$ cat src/rtl/sync_debounce_pkg.sv
// sync_pkg: shared defaults and counter sizing for the debounced synchronizer.
package sync_pkg;

    localparam int DEF_STAGES   = 2;
    localparam int DEF_DEBOUNCE = 3;

    function automatic int cnt_width(input int debounce);
        return $clog2(debounce + 1);
    endfunction

endpackage

$ cat src/rtl/debounce_channel.sv
// debounce_channel: one channel -- synchronizer chain, stability counter,
// debounced level and registered rise/fall pulses.
module debounce_channel
    import sync_pkg::*;
#(
    parameter int STAGES   = DEF_STAGES,
    parameter int DEBOUNCE = DEF_DEBOUNCE
) (
    input  logic clk,
    input  logic rst,
    input  logic in,
    output logic level,
    output logic rise,
    output logic fall
);

    localparam int CW = cnt_width(DEBOUNCE);

    if (STAGES < 2) begin : g_bad_stages
        $error("debounce_channel: STAGES must be 2 or more");
    end
    if (DEBOUNCE < 1) begin : g_bad_debounce
        $error("debounce_channel: DEBOUNCE must be 1 or more");
    end

    logic [STAGES-1:0] sync_q, sync_d;
    logic [CW-1:0]     cnt_q, cnt_d;
    logic              level_q, level_d;
    logic              rise_q, rise_d;
    logic              fall_q, fall_d;
    logic              s;
    logic              toggle;

    assign s = sync_q[STAGES-1];

    always_comb begin
        sync_d  = {sync_q[STAGES-2:0], in};
        toggle  = (s != level_q) && (cnt_q == CW'(DEBOUNCE - 1));
        // counter saturates by construction: it clears on toggle before it can pass DEBOUNCE-1
        cnt_d   = (s == level_q || toggle) ? '0 : cnt_q + CW'(1);
        level_d = toggle ? s : level_q;
        rise_d  = toggle & s;
        fall_d  = toggle & ~s;
    end

    always_ff @(posedge clk or posedge rst) begin
        if (rst) begin
            sync_q  <= '0;
            cnt_q   <= '0;
            level_q <= 1'b0;
            rise_q  <= 1'b0;
            fall_q  <= 1'b0;
        end else begin
            sync_q  <= sync_d;
            cnt_q   <= cnt_d;
            level_q <= level_d;
            rise_q  <= rise_d;
            fall_q  <= fall_d;
        end
    end

    assign level = level_q;
    assign rise  = rise_q;
    assign fall  = fall_q;

endmodule

$ cat src/rtl/sync_debounce.sv
// sync_debounce: WIDTH independent synchronized, debounced channels with
// per-channel edge pulses.
module sync_debounce
    import sync_pkg::*;
#(
    parameter int WIDTH    = 4,
    parameter int STAGES   = DEF_STAGES,
    parameter int DEBOUNCE = DEF_DEBOUNCE
) (
    input  logic             clk,
    input  logic             rst,
    input  logic [WIDTH-1:0] in,
    output logic [WIDTH-1:0] level,
    output logic [WIDTH-1:0] rise,
    output logic [WIDTH-1:0] fall
);

    for (genvar i = 0; i < WIDTH; i++) begin : g_ch
        debounce_channel #(
            .STAGES   (STAGES),
            .DEBOUNCE (DEBOUNCE)
        ) u_ch (
            .clk   (clk),
            .rst   (rst),
            .in    (in[i]),
            .level (level[i]),
            .rise  (rise[i]),
            .fall  (fall[i])
        );
    end

endmodule

$ cat config.mk
export PLATFORM = sky130hd
export DESIGN_NAME = sync_debounce
export DESIGN_NICKNAME = d
export VERILOG_FILES = /design/src/rtl/sync_debounce_pkg.sv /design/src/rtl/debounce_channel.sv /design/src/rtl/sync_debounce.sv
export SDC_FILE = /design/constraint.sdc
export NUM_CORES = 1
export LEC_CHECK = 0
export CAP_MARGIN = 30
export CORE_UTILIZATION = 30
export CTS_CLUSTER_DIAMETER = 40
export DETAILED_ROUTE_END_ITERATION = 12
export PLACE_DENSITY = 0.64
export SLEW_MARGIN = 20
export SYNTH_ARGS = -nofsm -noshare
export SYNTH_HDL_FRONTEND = slang
export SYNTH_HIERARCHICAL = 1
export SYNTH_SLANG_ARGS = --single-unit
$ cat constraint.sdc
create_clock -name clk -period 0.8 [get_ports clk]
set_input_delay 0.08 -clock clk [delete_from_list [all_inputs] [get_ports clk]]
set_output_delay 0.08 -clock clk [all_outputs]
set_load 0.02 [all_outputs]
==> impl_metrics.env <==
export IMPL_drtPass1Iterations=2
export IMPL_path_delay_family="flip-flops"
export IMPL_seq_area_frac_synth_pct=73.7
export IMPL_failed_checks="setup timing"
export IMPL_path_buf_inv=1
export IMPL_grt_pass1_wl_um=2670
export IMPL_hpwl_um=1130
export IMPL_cp_max_fo=2
export IMPL_dp_cells=139
export IMPL_fin_crit_ns=0.974
export IMPL_ys_ff_latch=28
export IMPL_io_buffer_count=17
export IMPL_cpPeakStageDelay_ns=0.44
export IMPL_die_y_um=58.3
export IMPL_post_route_util_pct=50.6
export IMPL_grt_max_degree=17
export IMPL_hold_path_class="in -> async"
export IMPL_cts_buffer_depth=2
export IMPL_grt_setup_unrepaired="yes"
export IMPL_leakage_nw=0.692
export IMPL_rows=20
export IMPL_cts_sinks=28
export IMPL_drt_iter0_drc=6
export IMPL_start_util_pct=31.4
export IMPL_cts_made_buffers=3
export IMPL_status="complete, but fails checks"
export IMPL_totalWireLength_um=1500
export IMPL_clock_latency_ns=0.32
export IMPL_ys_warn_count=6
export IMPL_slew_violations=0
export IMPL_arrival_ns=0.89
export IMPL_power_mw=5.01
export IMPL_layout_cells_most_common="dfrtp_1"
export IMPL_syn_area_per_cell_sq_um=13.2
export IMPL_syn_num_nets=82
export IMPL_setup_violations=32
export IMPL_grt_pass1_vias=616
export IMPL_rrSetupSlack_ns=-0.13
export IMPL_postRouteAntennaNets=0
export IMPL_die_x_um=58.3
export IMPL_vdd_ir_drop_worst_uv=1030
export IMPL_critPathLaunchType="flip-flop"
export IMPL_path_cells="buf_6"
export IMPL_drive_above_1_share_pct=59.4
export IMPL_hold_violations=0
export IMPL_fin_crit_sh_pct=122
export IMPL_ioPinCount=18
export IMPL_worstMarginPinSlew_ns=0.302
export IMPL_synthDistinctLibCells=9
export IMPL_syn_area_sq_um=951
export IMPL_vias=608
export IMPL_h_tree_depth=1
export IMPL_power_density_mw_per_mm2=3270
export IMPL_cts_root_buffer="clkbuf_4"
export IMPL_fmax_mhz=1030
export IMPL_fin_cells=145
export IMPL_cts_tree="done"
export IMPL_slew_headroom_pct=79.9
export IMPL_area_delta_synth_final_pct=61.1
export IMPL_fp_coreArea_sq_mm=0.00303
export IMPL_most_common_layout_cells="24 x dfrtp_1, 15 x buf_6, 8 x inv_1"
export IMPL_track_usage_pct=10.5
export IMPL_fin_skew_ns=0.00575
export IMPL_slowest_stage="dfrtp_2"
export IMPL_critPathKind="reg -> out"
export IMPL_nNetsFinal=112
export IMPL_routedWlPerCell_um=10.3
export IMPL_grt_overflow=0
export IMPL_antenna_found_initial=0
export IMPL_critical_path_required_ns=0.72
export IMPL_maxCapViolCount=0
export IMPL_worstSetupEndpointType="primary output"
export IMPL_dp_slack_ns=-0.211
export IMPL_nFillCells=263
export IMPL_insertedDiodeCount=0
export IMPL_gp_congestion=0.684
export IMPL_hold_worst_slack_ns=0.0642
export IMPL_clk_pin_slew_ns=0.15
export IMPL_viasPerCell=4.19
export IMPL_synthCells=72
export IMPL_dieArea_sq_mm=0.00340
export IMPL_drcViolationCount=0
export IMPL_setup_ws_ns=-0.174
worst reg2reg max path, cell delays in order, from the launching register on:
cell     delay [ns]
dfrtp_2        0.44
buf_6          0.14
xnor2_4        0.13
nor3_2         0.17
state kept, by name, summed over array words and instances (netlist names):
register and cells:
g_ch.u_ch/level 4, g_ch.u_ch/sync_q 8, g_ch.u_ch/cnt_q 8, g_ch.u_ch/rise 4, g_ch.u_ch/fall 4
worst paths after layout:
| check | start | endpoint | cells after the start |
|---|---|---|---|
| hold reg to reg | g_ch[1].u_ch/sync_q[0] | g_ch[1].u_ch/sync_q[1] | 0 |
| min in group clk | in[2] | g_ch[2].u_ch/sync_q[0] | 1 |
| setup reg to reg | g_ch[1].u_ch/level | g_ch[1].u_ch/cnt_q[0] | 3 |
| hold / removal | rst | g_ch[1].u_ch/cnt_q[0] | 2 |
| setup / recovery | g_ch[2].u_ch/level | level[2] | 1 |
| max in group asynchronous | rst | g_ch[0].u_ch/level | 2 |
layer usage:
layer  part of all wire, %  global-route usage [%]  up-vias
met3                   3.0                    2.64        2
met4                   1.1                    4.08        0
met1                    43                    12.6      303
met2                    52                    18.2       15
met5                     0                       0        -
li1                      -                       -      288
Yosys cell counts (all sizes together):
cell type	count	share of area, %
dfrtp	28	74
ha	4	5.3
nor2	4	1.6
inv	12	4.7
xnor2	4	3.7
nor3b	4	3.2
nor3	8	4.2
nand2	4	1.6
o21ai	4	2.1
kinds of logic after synthesis:
group           after synthesis  synth area share [%]
buf+inv                      12                  4.74
fa+ha+maj                     4                  5.26
simple gates                 20                  10.5
flops                        28                  73.7
compound gates                4                  2.11
xor+xnor                      4                  3.68
what timing repair did:
action                                  4_1_cts  5_1_grt
hold buffers                                  0        0
pin swaps                                     8        3
buffers inserted                              1        1
endpoints found under the setup margin       32       32
gates resized for setup                      91       13
cloned                                        0        0
per-stage QoR:
stage | area (sq um) | setup TNS, ns
after floorplan | 1030 | -0.219
after global placement | 1300 | -3.15
after detailed placement | 1300 | -3.70
after CTS | 1450 | -3.72
after global routing | 1530 | -4.80
final | 1530 | -3.33
power by group:
part / switching [mW] / leakage (nW) / internal (mW)
Clock: 0.400 / 0.0279 / 0.507
Sequential: 0.235 / 0.353 / 1.74
Combinational: 0.950 / 0.311 / 1.18
Total: 1.58 / 0.692 / 3.43
final cells by class:
class                   count  area [sq um]  area share, %
inverters                  12          45.0           2.94
flip-flops and latches     28           706           46.1
repair buffers             25           256           16.7
clock inverters             1          30.0           1.96
clock buffers               3          22.5           1.47
well taps                  44          55.1           3.59
multi-input cells          32           417           27.2
Power figures use the tool's default switching activity.
